## config.mk

```make
export PLATFORM = sky130hd
export DESIGN_NAME = thresholding_stream_ctrl_flat
export DESIGN_NICKNAME = d
export VERILOG_FILES = /design/src/rtl/thresholding_stream_ctrl_if.sv /design/src/rtl/thresholding_stream_ctrl.sv /design/src/flat_wrapper.sv
export SDC_FILE = /design/constraint.sdc
export NUM_CORES = 1
export LEC_CHECK = 0
export ABC_AREA = 0
export CAP_MARGIN = 40
export CORE_ASPECT_RATIO = 1.75
export CORE_UTILIZATION = 45
export DETAILED_ROUTE_END_ITERATION = 7
export DONT_BUFFER_PORTS = 1
export SLEW_MARGIN = 10
export SYNTH_ARGS = -nofsm -noshare
export SYNTH_HDL_FRONTEND = slang
export SYNTH_SLANG_ARGS = --single-unit
```

## constraint.sdc

```tcl
create_clock -name clk -period 4.6 [get_ports clk]
set_clock_uncertainty 0.2 [all_clocks]
set_input_delay 0.46 -clock clk [delete_from_list [all_inputs] [get_ports clk]]
set_output_delay 0.46 -clock clk [all_outputs]
set_load 0.1 [all_outputs]
```

## src/rtl/thresholding_stream_ctrl_if.sv

```systemverilog
// Valid/ready stream bundle shared by the input and result sides of the
// thresholding stream controller.
interface thresholding_stream_ctrl_if #(
    parameter int unsigned W = 8
) ();
    logic         tvalid;
    logic         tready;
    logic [W-1:0] tdata;

    // Producer side of a stream
    modport master (output tvalid, output tdata, input tready);
    // Consumer side of a stream
    modport slave  (input tvalid, input tdata, output tready);
endinterface

```

## src/rtl/thresholding_stream_ctrl.sv

```systemverilog
// AXI-Stream wrapper around a free-running, fixed-latency thresholding core.
// Input beats are admitted only while a result slot is guaranteed, so every
// core result always finds room in the output FIFO.
module thresholding_stream_ctrl #(
    parameter int unsigned N          = 4,
    parameter int unsigned M          = 8,
    parameter int unsigned C          = 1,
    parameter int unsigned O_BITS     = 4,
    parameter int unsigned FIFO_DEPTH = N + 2,
    localparam int unsigned C_BITS    = (C < 2) ? 1 : $clog2(C)
) (
    input  logic                  clk,
    input  logic                  rst_n,
    thresholding_stream_ctrl_if.slave  s_axis,
    thresholding_stream_ctrl_if.master m_axis,
    output logic                  core_rst,
    output logic                  core_en,
    output logic                  core_ivld,
    output logic [C_BITS-1:0]     core_icnl,
    output logic [M-1:0]          core_idat,
    input  logic                  core_ovld,
    input  logic [C_BITS-1:0]     core_ocnl,
    input  logic [O_BITS-1:0]     core_odat,
    output logic                  err_cnl,
    output logic                  err_ovf
);

    localparam int unsigned CNT_W = $clog2(FIFO_DEPTH + 1);
    localparam int unsigned PTR_W = (FIFO_DEPTH < 2) ? 1 : $clog2(FIFO_DEPTH);
    localparam logic [CNT_W-1:0]  DEPTH_C  = CNT_W'(FIFO_DEPTH);
    localparam logic [PTR_W-1:0]  LAST_PTR = PTR_W'(FIFO_DEPTH - 1);
    localparam logic [C_BITS-1:0] LAST_CNL = C_BITS'(C - 1);

    logic                  sync_q;
    logic [CNT_W-1:0]      cnt_q;
    logic [CNT_W-1:0]      occ_q;
    logic [PTR_W-1:0]      wr_ptr_q;
    logic [PTR_W-1:0]      rd_ptr_q;
    logic [C_BITS-1:0]     in_cnl_q;
    logic [C_BITS-1:0]     exp_cnl_q;
    logic [O_BITS-1:0]     mem_q [FIFO_DEPTH];
    logic                  acc;
    logic                  pop;
    logic                  push;
    logic                  full;

    function automatic logic [PTR_W-1:0] ptr_inc(input logic [PTR_W-1:0] p);
        return (p == LAST_PTR) ? '0 : p + PTR_W'(1);
    endfunction

    // With C==1 the wrap point is 0, so the index stays constant 0.
    function automatic logic [C_BITS-1:0] cnl_inc(input logic [C_BITS-1:0] c);
        return (c == LAST_CNL) ? '0 : c + C_BITS'(1);
    endfunction

    // Handshakes, credit gate and core feed; all derived from registered state.
    assign s_axis.tready = !core_rst && (cnt_q < DEPTH_C);
    assign acc           = s_axis.tvalid && s_axis.tready;
    assign pop           = m_axis.tvalid && m_axis.tready;
    assign full          = (occ_q == DEPTH_C);
    assign push          = core_ovld && !full;
    assign m_axis.tvalid = (occ_q != '0);
    assign m_axis.tdata  = mem_q[rd_ptr_q];
    assign core_ivld     = acc;
    assign core_idat     = s_axis.tdata;
    assign core_icnl     = in_cnl_q;

    // Two-flop release synchroniser: core leaves reset on the 2nd edge after rst_n rises.
    always_ff @(posedge clk or negedge rst_n) begin
        if (!rst_n) begin
            sync_q   <= 1'b0;
            core_rst <= 1'b1;
            core_en  <= 1'b0;
        end else begin
            sync_q   <= 1'b1;
            core_rst <= !sync_q;
            core_en  <= sync_q;
        end
    end

    // Credits: beats inside the core pipeline plus beats waiting in the FIFO.
    always_ff @(posedge clk or negedge rst_n) begin
        if (!rst_n) begin
            cnt_q <= '0;
        end else if (acc && !pop) begin
            cnt_q <= cnt_q + CNT_W'(1);
        end else if (!acc && pop && (cnt_q != '0)) begin
            cnt_q <= cnt_q - CNT_W'(1);
        end
    end

    // Input channel stamp, advancing once per accepted beat.
    always_ff @(posedge clk or negedge rst_n) begin
        if (!rst_n) begin
            in_cnl_q <= '0;
        end else if (acc) begin
            in_cnl_q <= cnl_inc(in_cnl_q);
        end
    end

    // Result FIFO: fall-through head, registered occupancy, no bypass path.
    always_ff @(posedge clk or negedge rst_n) begin
        if (!rst_n) begin
            wr_ptr_q <= '0;
            rd_ptr_q <= '0;
            occ_q    <= '0;
            for (int i = 0; i < int'(FIFO_DEPTH); i++) begin
                mem_q[i] <= '0;
            end
        end else begin
            if (push) begin
                mem_q[wr_ptr_q] <= core_odat;
                wr_ptr_q        <= ptr_inc(wr_ptr_q);
            end
            if (pop) begin
                rd_ptr_q <= ptr_inc(rd_ptr_q);
            end
            if (push && !pop) begin
                occ_q <= occ_q + CNT_W'(1);
            end else if (!push && pop) begin
                occ_q <= occ_q - CNT_W'(1);
            end
        end
    end

    // Sticky integrity flags: out-of-order channel and result arriving on a full FIFO.
    always_ff @(posedge clk or negedge rst_n) begin
        if (!rst_n) begin
            exp_cnl_q <= '0;
            err_cnl   <= 1'b0;
            err_ovf   <= 1'b0;
        end else if (core_ovld) begin
            exp_cnl_q <= cnl_inc(exp_cnl_q);
            if (core_ocnl != exp_cnl_q) begin
                err_cnl <= 1'b1;
            end
            if (full) begin
                err_ovf <= 1'b1;
            end
        end
    end

endmodule

```

## src/flat_wrapper.sv

```systemverilog
// flat-port wrapper written by rule: the top's interface ports become plain ports
module thresholding_stream_ctrl_flat 
#(
    parameter int unsigned N          = 4,
    parameter int unsigned M          = 8,
    parameter int unsigned C          = 1,
    parameter int unsigned O_BITS     = 4,
    parameter int unsigned FIFO_DEPTH = N + 2,
    localparam int unsigned C_BITS    = (C < 2) ? 1 : $clog2(C)
)
  (clk, rst_n, core_rst, core_en, core_ivld, core_icnl, core_idat, core_ovld, core_ocnl, core_odat, err_cnl, err_ovf, s_axis_tvalid, s_axis_tdata, s_axis_tready, m_axis_tvalid, m_axis_tdata, m_axis_tready);
  thresholding_stream_ctrl_if #(.W(M)) s_axis_i ();
  thresholding_stream_ctrl_if #(.W((4))) m_axis_i ();
  input  logic clk;
  input  logic rst_n;
  output logic core_rst;
  output logic core_en;
  output logic core_ivld;
  output logic [C_BITS-1:0] core_icnl;
  output logic [M-1:0] core_idat;
  input  logic core_ovld;
  input  logic [C_BITS-1:0] core_ocnl;
  input  logic [O_BITS-1:0] core_odat;
  output logic err_cnl;
  output logic err_ovf;
  input wire logic [$bits(s_axis_i.tvalid)-1:0] s_axis_tvalid;
  input wire logic [$bits(s_axis_i.tdata)-1:0] s_axis_tdata;
  output wire logic [$bits(s_axis_i.tready)-1:0] s_axis_tready;
  output wire logic [$bits(m_axis_i.tvalid)-1:0] m_axis_tvalid;
  output wire logic [$bits(m_axis_i.tdata)-1:0] m_axis_tdata;
  input wire logic [$bits(m_axis_i.tready)-1:0] m_axis_tready;
  assign s_axis_i.tvalid = s_axis_tvalid;
  assign s_axis_i.tdata = s_axis_tdata;
  assign s_axis_tready = s_axis_i.tready;
  assign m_axis_tvalid = m_axis_i.tvalid;
  assign m_axis_tdata = m_axis_i.tdata;
  assign m_axis_i.tready = m_axis_tready;
  thresholding_stream_ctrl #(.N(N), .M(M), .C(C), .O_BITS(O_BITS), .FIFO_DEPTH(FIFO_DEPTH)) u_core (.clk(clk), .rst_n(rst_n), .s_axis(s_axis_i), .m_axis(m_axis_i), .core_rst(core_rst), .core_en(core_en), .core_ivld(core_ivld), .core_icnl(core_icnl), .core_idat(core_idat), .core_ovld(core_ovld), .core_ocnl(core_ocnl), .core_odat(core_odat), .err_cnl(err_cnl), .err_ovf(err_ovf));
endmodule
```

==> results of run 1 <==
-- critical path, stage by stage (launching register included) --
cell and delay (ps):
dfrtp_1 830, mux2_2 420, nand2_1 90, o221ai_2 80, buf_4 240
-- logic make-up (layout without fill, tap and decap cells) --
| kind of cell | after synthesis | after routing | synth area share (%) |
|---|---|---|---|
| DFF | 41 | 41 | 50.3 |
| muxes | 40 | 40 | 23.7 |
| and+or+nand+nor | 32 | 32 | 8.71 |
| AOI/OAI and AO/OA | 19 | 19 | 6.56 |
| buffers and inverters | 19 | 24 | 5.64 |
| xor gates and xnor gates | 5 | 5 | 2.15 |
| adders and majority gates | 3 | 3 | 2.58 |
| other | 2 | 2 | 0.368 |
-- layout make-up --
type / instances / area [sq um] / area share [%]
flip-flops and latches: 41 / 1030 / 45.3
multi-input cells: 101 / 927 / 40.9
inverters: 5 / 18.8 / 0.828
well taps: 51 / 63.8 / 2.81
repair buffers: 11 / 129 / 5.68
clock buffers: 7 / 96.3 / 4.25
clock inverters: 1 / 5.00 / 0.221
-- routing by layer --
| layer | GRT usage, % | vias to the layer above |
|---|---|---|
| li1 | - | 562 |
| met1 | 20.0 | 628 |
| met2 | 31.5 | 22 |
| met3 | 5.03 | 5 |
| met4 | 5.92 | 0 |
| met5 | 0 | - |
-- what timing repair did --
| action | CTS | global route |
|---|---|---|
| endpoints found under the hold margin | 41 | 0 |
| hold buffers | 2 | 0 |
| resized for setup | 0 | 0 |
| setup buffers | 0 | 0 |
-- worst paths after layout --
check,startpoint,end,slack (ps),depth (start not counted)
worst max-delay path,u_core.rd_ptr_q[0]$_DFFE_PN0P_,m_axis_tdata[2],1980,4
max in group asynchronous,rst_n,u_core.core_rst$_DFF_PN1_,3510,2
worst min-delay path,core_ovld,u_core.err_ovf$_DFFE_PN0P_,80,1
min in group asynchronous,rst_n,u_core.mem_q[20]$_DFFE_PN0P_,420,2
worst max register to register,u_core.core_rst$_DFF_PN1_,u_core.cnt_q[2]$_DFFE_PN0P_,2050,8
worst min register to register,u_core.sync_q$_DFF_PN0_,u_core.core_en$_DFF_PN0_,190,0
-- through the flow --
stage / hold slack, ps / std cells / area, sq um / util (%)
3_3_place_gp: -34.4 / 203 / 2070 / 47.5
4_1_cts: 78.1 / 217 / 2270 / 51.9
5_1_grt: 72.1 / 217 / 2270 / 51.9
6_report: 81.2 / 217 / 2270 / 51.9
3_5_place_dp: -34.3 / 207 / 2140 / 48.9
2_1_floorplan: -35.6 / 161 / 2040 / -
-- registers in the layout, summed over array words and instances, names as in the netlist --
| signal | count |
|---|---|
| u_core.rd_ptr_q | 3 |
| u_core.core_en | 1 |
| u_core.occ_q | 3 |
| u_core.err_cnl | 1 |
| u_core.sync_q | 1 |
| u_core.wr_ptr_q | 3 |
| u_core.err_ovf | 1 |
| u_core.core_rst | 1 |
| u_core.mem_q | 24 |
| u_core.cnt_q | 3 |
-- cell usage in the layout, fill, tap and decap left out, drive strengths merged, types with 3 or more instances in the layout --
cell / instances
clkbuf: 7
buf: 10
mux2i: 10
mux2: 30
nand2: 13
a21oi: 5
dfrtp: 40
o221ai: 4
inv: 5
nor2: 5
xnor2: 3
==> results.toml, run 1 <==
[detailed_routing]
via_per_inst = 5.61
met2_length_mm = 2.09
wl_mm = 3.80
met1_length_mm = 1.50
drc_errors = 0
vias = 1217
wl_met3_microns = 154
dr.pass1.iters = 4
drt-initial-drc-count = 17
drtAntennaViolNets = 0
maxUsedRoutingLayer = "met4"
wl_per_cell_microns = 17.5

[logic_synthesis]
synth_seq_cells = 41
synth_warnings = 0
yosysMostFrequentCell = "dfrtp_1"
synth_seq_area_share_pct = 50.3
avgSynthCellArea_sq_um = 12.7
syn_area_sq_um = 2040
synth_area_leader_cell = "dfrtp_1"
synth_common_cells = "dfrtp_1, mux2_1, mux2_4, nand2_1, mux2i_1"
synth_cell_type_count = 42
synth_top_area_share_pct = 49.0
synthTopCellsByArea = "dfrtp_1, mux2_4, mux2_1, mux2i_1, buf_4"
syn-num-nets = 182
synthFlopType = "dfrtp_1"
async_flop_share_pct = 100
synth_edf_count = 0
netlist_instances = 161

[job]
cap_viol_max_count = 0

[clock_tree]
ctsLongestPathBuffers = 2
cts_root_buf = "clkbuf_8"
clk_pin_slew_worst_paths_ps = 80
cts_inserted_buffers = 5
insertion_delay_ps = 290
cts_num_sinks = 41
cts_tree = "yes"
htree_levels = 2

[timing]
finalCriticalPeriod_ps = 2620
worst_slew_pin_slew_ps = 895
setup_viol = 0
clock.fmax_mhz = 382
hold_violations = 0
slew_headroom_pct = 40.3
slew_violations = 0
fin_ws_ps = 1980
fin_setup_tns_ps = 0
period_share_pct = 56.9
rsz0062_at_grt = "false"

[cells_and_area]
syn_to_final_growth_pct = 11.1
num_antenna_cells = 0
nets = 186
nFillCells = 381
drive_gt1_share_pct = 27.7

[hold_path]
min_path_type = "primary input to flip-flop"

[setup_path]
crit_type = "flip-flop to output port"
critPathLaunchType = "flip-flop"
required_ps = 3940
crit_arrival_ps = 1960
crit_fanout = 14
end_kind = "output port"

[global_route]
grt_pass1_vias = 1277
antenna_found_initial = 0
overflow = 0
grt_max_degree = 42
grt_util_all_layers_pct = 18.0
grt_pass1_wl_mm = 6.22

[die]
die_y_microns = 91.1
ios = 38
core_sq_um = 4360
die_area_sq_um = 4820
start_util_pct = 46.8
row_count = 32
die_x_microns = 52.9

[placed_design]
dp_slack_ps = 2060
hpwl_mm = 2.75
place_congestion = 0.755
portBuffers = 0

[status]
status = "finished, final reports clean"
Power of run 1 is left out: the tool's default activity adds up to more than one toggle a clock period on the data nets, which glitch-free logic cannot reach.
==> run 2: changes to the inputs <==
==> constraint.sdc (replaced) <==
create_clock -name clk -period 2.75 [get_ports clk]
set_clock_uncertainty 0.2 [all_clocks]
set_input_delay 0.275 -clock clk [delete_from_list [all_inputs] [get_ports clk]]
set_output_delay 0.275 -clock clk [all_outputs]
set_load 0.1 [all_outputs]
==> run 2 against run 1 <==
  * Global-route usage rose by 0.84 points
  * Critical path depth increased by 3
  * First-iteration DRC count is 47% higher
  * Utilization is 1.9 points higher
  * Via count increased by 3.2%
  * Largest cell class unchanged
==> results.toml, run 2 (same netlist as run 1, synthesis figures left out) <==
[detailed_routing]
drc_errors = 0
wl_per_cell_microns = 18.0
via_per_inst = 5.56
wl_mm = 4.06
drtAntennaViolNets = 0
drt-initial-drc-count = 25
dr.pass1.iters = 4
vias = 1256

[setup_path]
end_kind = "flip-flop"
path_cells = "o31a_1 -> inv_2 -> and3_1 -> inv_1 -> fa_1 -> a221oi_1 -> a21oi_1"
critPathBufInv = 2
reg2reg_slack_ps = 350
path_depth = 7
reg2reg_depth = 7
critPathLaunchType = "flip-flop"
crit_arrival_ps = 2350
slowest_delay_ps = 430
crit_type = "flip-flop to flip-flop"
crit_fanout = 6
slowest_stage = "dfrtp_1"
required_ps = 2710
critPathTopFamily = "compound AO/OA/AOI/OAI gates"

[timing]
slew_headroom_pct = 41.5
period_share_pct = 87.2
clock.fmax_mhz = 417
fin_ws_ps = 352
worst_slew_pin_slew_ps = 878
rsz0062_at_grt = "false"
hold_violations = 0
fin_setup_tns_ps = 0
setup_viol = 0
finalCriticalPeriod_ps = 2400
slew_violations = 0

[clock_tree]
cts_inserted_buffers = 5
insertion_delay_ps = 290
clk_pin_slew_worst_paths_ps = 70
cts_num_sinks = 41
post-cts-setup-buffers = 0
ctsLongestPathBuffers = 2
cts_root_buf = "clkbuf_8"
cts_resized = 0
cts_tree = "yes"
htree_levels = 2

[die]
die_area_sq_um = 4820
start_util_pct = 46.8
row_count = 32
core_sq_um = 4360
die_y_microns = 91.1
ios = 38
die_x_microns = 52.9

[cells_and_area]
nets = 195
layout_commonest_cell = "dfrtp_1"
syn_to_final_growth_pct = 15.1
top_register = "u_core.mem_q"
fin_util_pct = 53.8
num_antenna_cells = 0
drive_gt1_share_pct = 26.3
largest_register_ffs = 24
fin_area_sq_um = 2350
layout_common_cells = "dfrtp_1, nand2_1, mux2_1, mux2_4, mux2i_1"

[status]
status = "finished, final reports clean"

[global_route]
grt_util_all_layers_pct = 18.9
overflow = 0
grt_max_degree = 42
antenna_found_initial = 0
grt_pass1_vias = 1306
grt_pass1_wl_mm = 6.46

[placed_design]
place_area_sq_um = 2150
dp_slack_ps = 389
portBuffers = 0
hpwl_mm = 2.84
place_congestion = 0.780

[job]
cap_viol_max_count = 0

[hold_path]
min_path_type = "primary input to flip-flop"
min_delay_path_depth = 3
## run 2: cell types whose count changed in the layout (fill, tap and decap cells not counted)
cell	before	now
clkinv_2	1	0
buf_16	1	2
a21oi_2	1	0
clkbuf_8	7	5
buf_8	2	1
dlygate4sd3_1	1	7
buf_4	5	8
a21oi_4	0	1
clkbuf_1	0	3
## run 2: layout make-up
type                            instances  area [sq um]
Fill cell                             376          2020
Inverter                                5          18.8
Tap cell                               51          63.8
Timing Repair Buffer                   20           224
Clock buffer                            8          80.1
Multi-Input combinational cell        101           935
Sequential cell                        41          1030
## run 2: timing repair
action / CTS / global route
hold buffers: 8 / 0
hold endpoints to repair: 68 / 0
setup endpoints to repair: 0 / 0
## run 2: metal layers
layer	wire, microns	vias to the layer above	global-route usage [%]
met5	0	-	0
met4	91	0	7.46
met1	1590	644	21.4
met2	2280	22	32.7
met3	102	9	4.19
li1	-	581	-
## run 2: path summary, 6_finish.rpt
check                                             from                             end
setup reg to reg           u_core.occ_q[1]$_DFFE_PN0P_     u_core.cnt_q[2]$_DFFE_PN0P_
setup / recovery           u_core.occ_q[1]$_DFFE_PN0P_     u_core.cnt_q[2]$_DFFE_PN0P_
min in group asynchronous                        rst_n    u_core.mem_q[11]$_DFFE_PN0P_
max in group asynchronous                        rst_n       u_core.core_rst$_DFF_PN1_
hold / removal                               core_ovld  u_core.wr_ptr_q[1]$_DFFE_PN0P_
hold reg to reg                u_core.sync_q$_DFF_PN0_        u_core.core_en$_DFF_PN0_
## run 2: worst register-to-register path: stages (launching register included)
cell and delay (ps):
dfrtp_1 430, o31a_1 370, inv_2 130, and3_1 250, inv_1 70, fa_1 420, a221oi_1 300, a21oi_1 90
## run 2: through the flow
step           cells  hold WS, ps
2_1_floorplan    161         -221
5_1_grt          226         75.2
3_3_place_gp     206         -219
4_1_cts          225         48.9
6_report         226         56.2
3_5_place_dp     209         -219
Power of run 2 is left out for the same reason.
==> variant: new RTL, flow settings as in run 2 <==
`M` is set to 8 in 2 places; all go to 9.
--- a/src/rtl/thresholding_stream_ctrl.sv
+++ b/src/rtl/thresholding_stream_ctrl.sv
@@ -4,5 +4,5 @@
 module thresholding_stream_ctrl #(
     parameter int unsigned N          = 4,
-    parameter int unsigned M          = 8,
+    parameter int unsigned M          = 9,
     parameter int unsigned C          = 1,
     parameter int unsigned O_BITS     = 4,
--- a/src/flat_wrapper.sv
+++ b/src/flat_wrapper.sv
@@ -3,5 +3,5 @@
 #(
     parameter int unsigned N          = 4,
-    parameter int unsigned M          = 8,
+    parameter int unsigned M          = 9,
     parameter int unsigned C          = 1,
     parameter int unsigned O_BITS     = 4,
Interface: changed (resized core_idat and s_axis_tdata); port bits go from 38 to 40. No check against the original RTL was run, so the function may have changed too.
==> variant against run 2 <==
Setup slack lost 0.021 ns; design area shrank 1.1%; wire length shrank 4.1%; sequential share of layout area grew 0.47 points; critical path depth shrank 3; largest cell class unchanged; area after synthesis grew 0.37%; die area grew 0.36%; sequential cell count is the same.
Power is left out: the tool's default activity adds up to more than one toggle a clock period on the data nets, which glitch-free logic cannot reach.
==> variant: results (changes against run 2) <==
----------------------------------------------------
[Status]
  Result of the run ... finished clean (unchanged)

[Finish]
  Data buffer area share ... 0.08454 (was 0.09537)
  Clock buffer and inverter area fraction after layout ... 0.03554 (was 0.03410)
  Fin cells ... 225 (was 226)
  Fraction of final layout cells with drive strength greater than 1 ... 0.2701 (was 0.2629)
  Clock buffer cells ... 6 (was 8)
  Non-CTS buffers ... 19 (was 20)
  Fill cell total of the finished layout ... 388 (was 376)

[Clock tree]
  Number of cells upsized or downsized after cts ... 0 (unchanged)

[Synth]
  Sequential share of the synthesized area ... 0.5015 (was 0.5034)
  Multiplexer share of the synthesized area ... 0.2358 (was 0.2367)
  Largest cells by area after synthesis ... sky130_fd_sc_hd__dfrtp_1, sky130_fd_sc_hd__mux2_4, sky130_fd_sc_hd__mux2_1 (unchanged)
  Count of mapped cells out of synthesis ... 162 (was 161)
  Synthesized Nets ... 184 (was 182)
  Area share of xor/xnor cells in the synthesized design ... 0.02138 (was 0.02146)
  Synth Area in Adders ... 0.02566 (was 0.02575)
  Commonest cells post-synth ... sky130_fd_sc_hd__dfrtp_1, sky130_fd_sc_hd__mux2_1, sky130_fd_sc_hd__mux2_4, sky130_fd_sc_hd__nand2_1 (was sky130_fd_sc_hd__dfrtp_1, sky130_fd_sc_hd__mux2_1, sky130_fd_sc_hd__mux2_4, sky130_fd_sc_hd__nand2_1, sky130_fd_sc_hd__mux2i_1)
  YS warnings ... 0 (unchanged)
  Synthesized-area fraction occupied by ao, oa, aoi and oai cells ... 0.06536 (was 0.06560)

[Worst setup path]
  Maximum fanout count along the critical path ... 13 (was 6)
  Timing startpoint of the critical path ... u_core.rd_ptr_q[0] (was u_core.occ_q[1])

[Routing]
  WL/cell ... 17.30 um (was 17.97 um)
  Via Count ... 1,227 (was 1,256)
  Number of optimization iterations in the first detailed-route pass ... 2 (was 4)
  Initial drt markers ... 15 (was 25)

[GRT]
  Global-route wire length before repair ... 6.099 mm (was 6.458 mm)
  Vias in the first global route ... 1,203 (was 1,306)
  Overall fraction of global-route tracks in use ... 0.1811 (was 0.1886)

[Placement]
  DP Worst Slack ... 0.3686 ns (was 0.3886 ns)

[STA]
  Max-slew headroom at the worst pin ... 0.4033 (was 0.4152)

----------------------------------------------------
## variant: cell count changes after synthesis
cell | run 2 | this run
sky130_fd_sc_hd__buf_4 | 9 | 10
## variant: final timing paths
check                                     end  slack (ns)  depth (start not counted)
max in group asynchronous     u_core.core_rst        1.84                          2
max                           m_axis_tdata[0]        0.33                          4
min reg2reg                    u_core.core_en        0.19                          0
min                        u_core.wr_ptr_q[1]        0.05                          3
max reg2reg                   u_core.cnt_q[2]        0.35                          7
min in group asynchronous    u_core.mem_q[16]        0.24                          2
## variant: metrics by stage
stage | hold slack [ns] | utilization | instance area [sq um]
floorplan | -0.2206 | - | 2085
global placement | -0.2195 | 0.4778 | 2105
detailed placement | -0.2194 | 0.4884 | 2151
CTS | 0.03587 | 0.5276 | 2323
global route | 0.05466 | 0.5276 | 2323
finish | 0.04722 | 0.5276 | 2323
## variant: metal layers
metal / global-route usage / wire length, um / vias up
li1: - / - / 581
met1: 0.2233 / 1614 / 621
met2: 0.2911 / 2090 / 18
met3: 0.03853 / 107 / 7
met4: 0.08553 / 80 / 0
met5: 0 / 0 / -
## variant: worst max-delay path, cell delays in order (launching register included)
cell	delay (ns)
sky130_fd_sc_hd__dfrtp_1	0.80
sky130_fd_sc_hd__mux2_2	0.42
sky130_fd_sc_hd__nand2_1	0.09
sky130_fd_sc_hd__o221ai_2	0.09
sky130_fd_sc_hd__buf_4	0.25
## variant: cell families after synthesis
kind of cell / count (synthesis)
adder cells (fa/ha/maj): 3
buffers and inverters: 20
flip-flops: 41
other: 2
multiplexers: 40
XOR/XNOR: 5
AND/OR/NAND/NOR: 32
AO/OA/AOI/OAI: 19
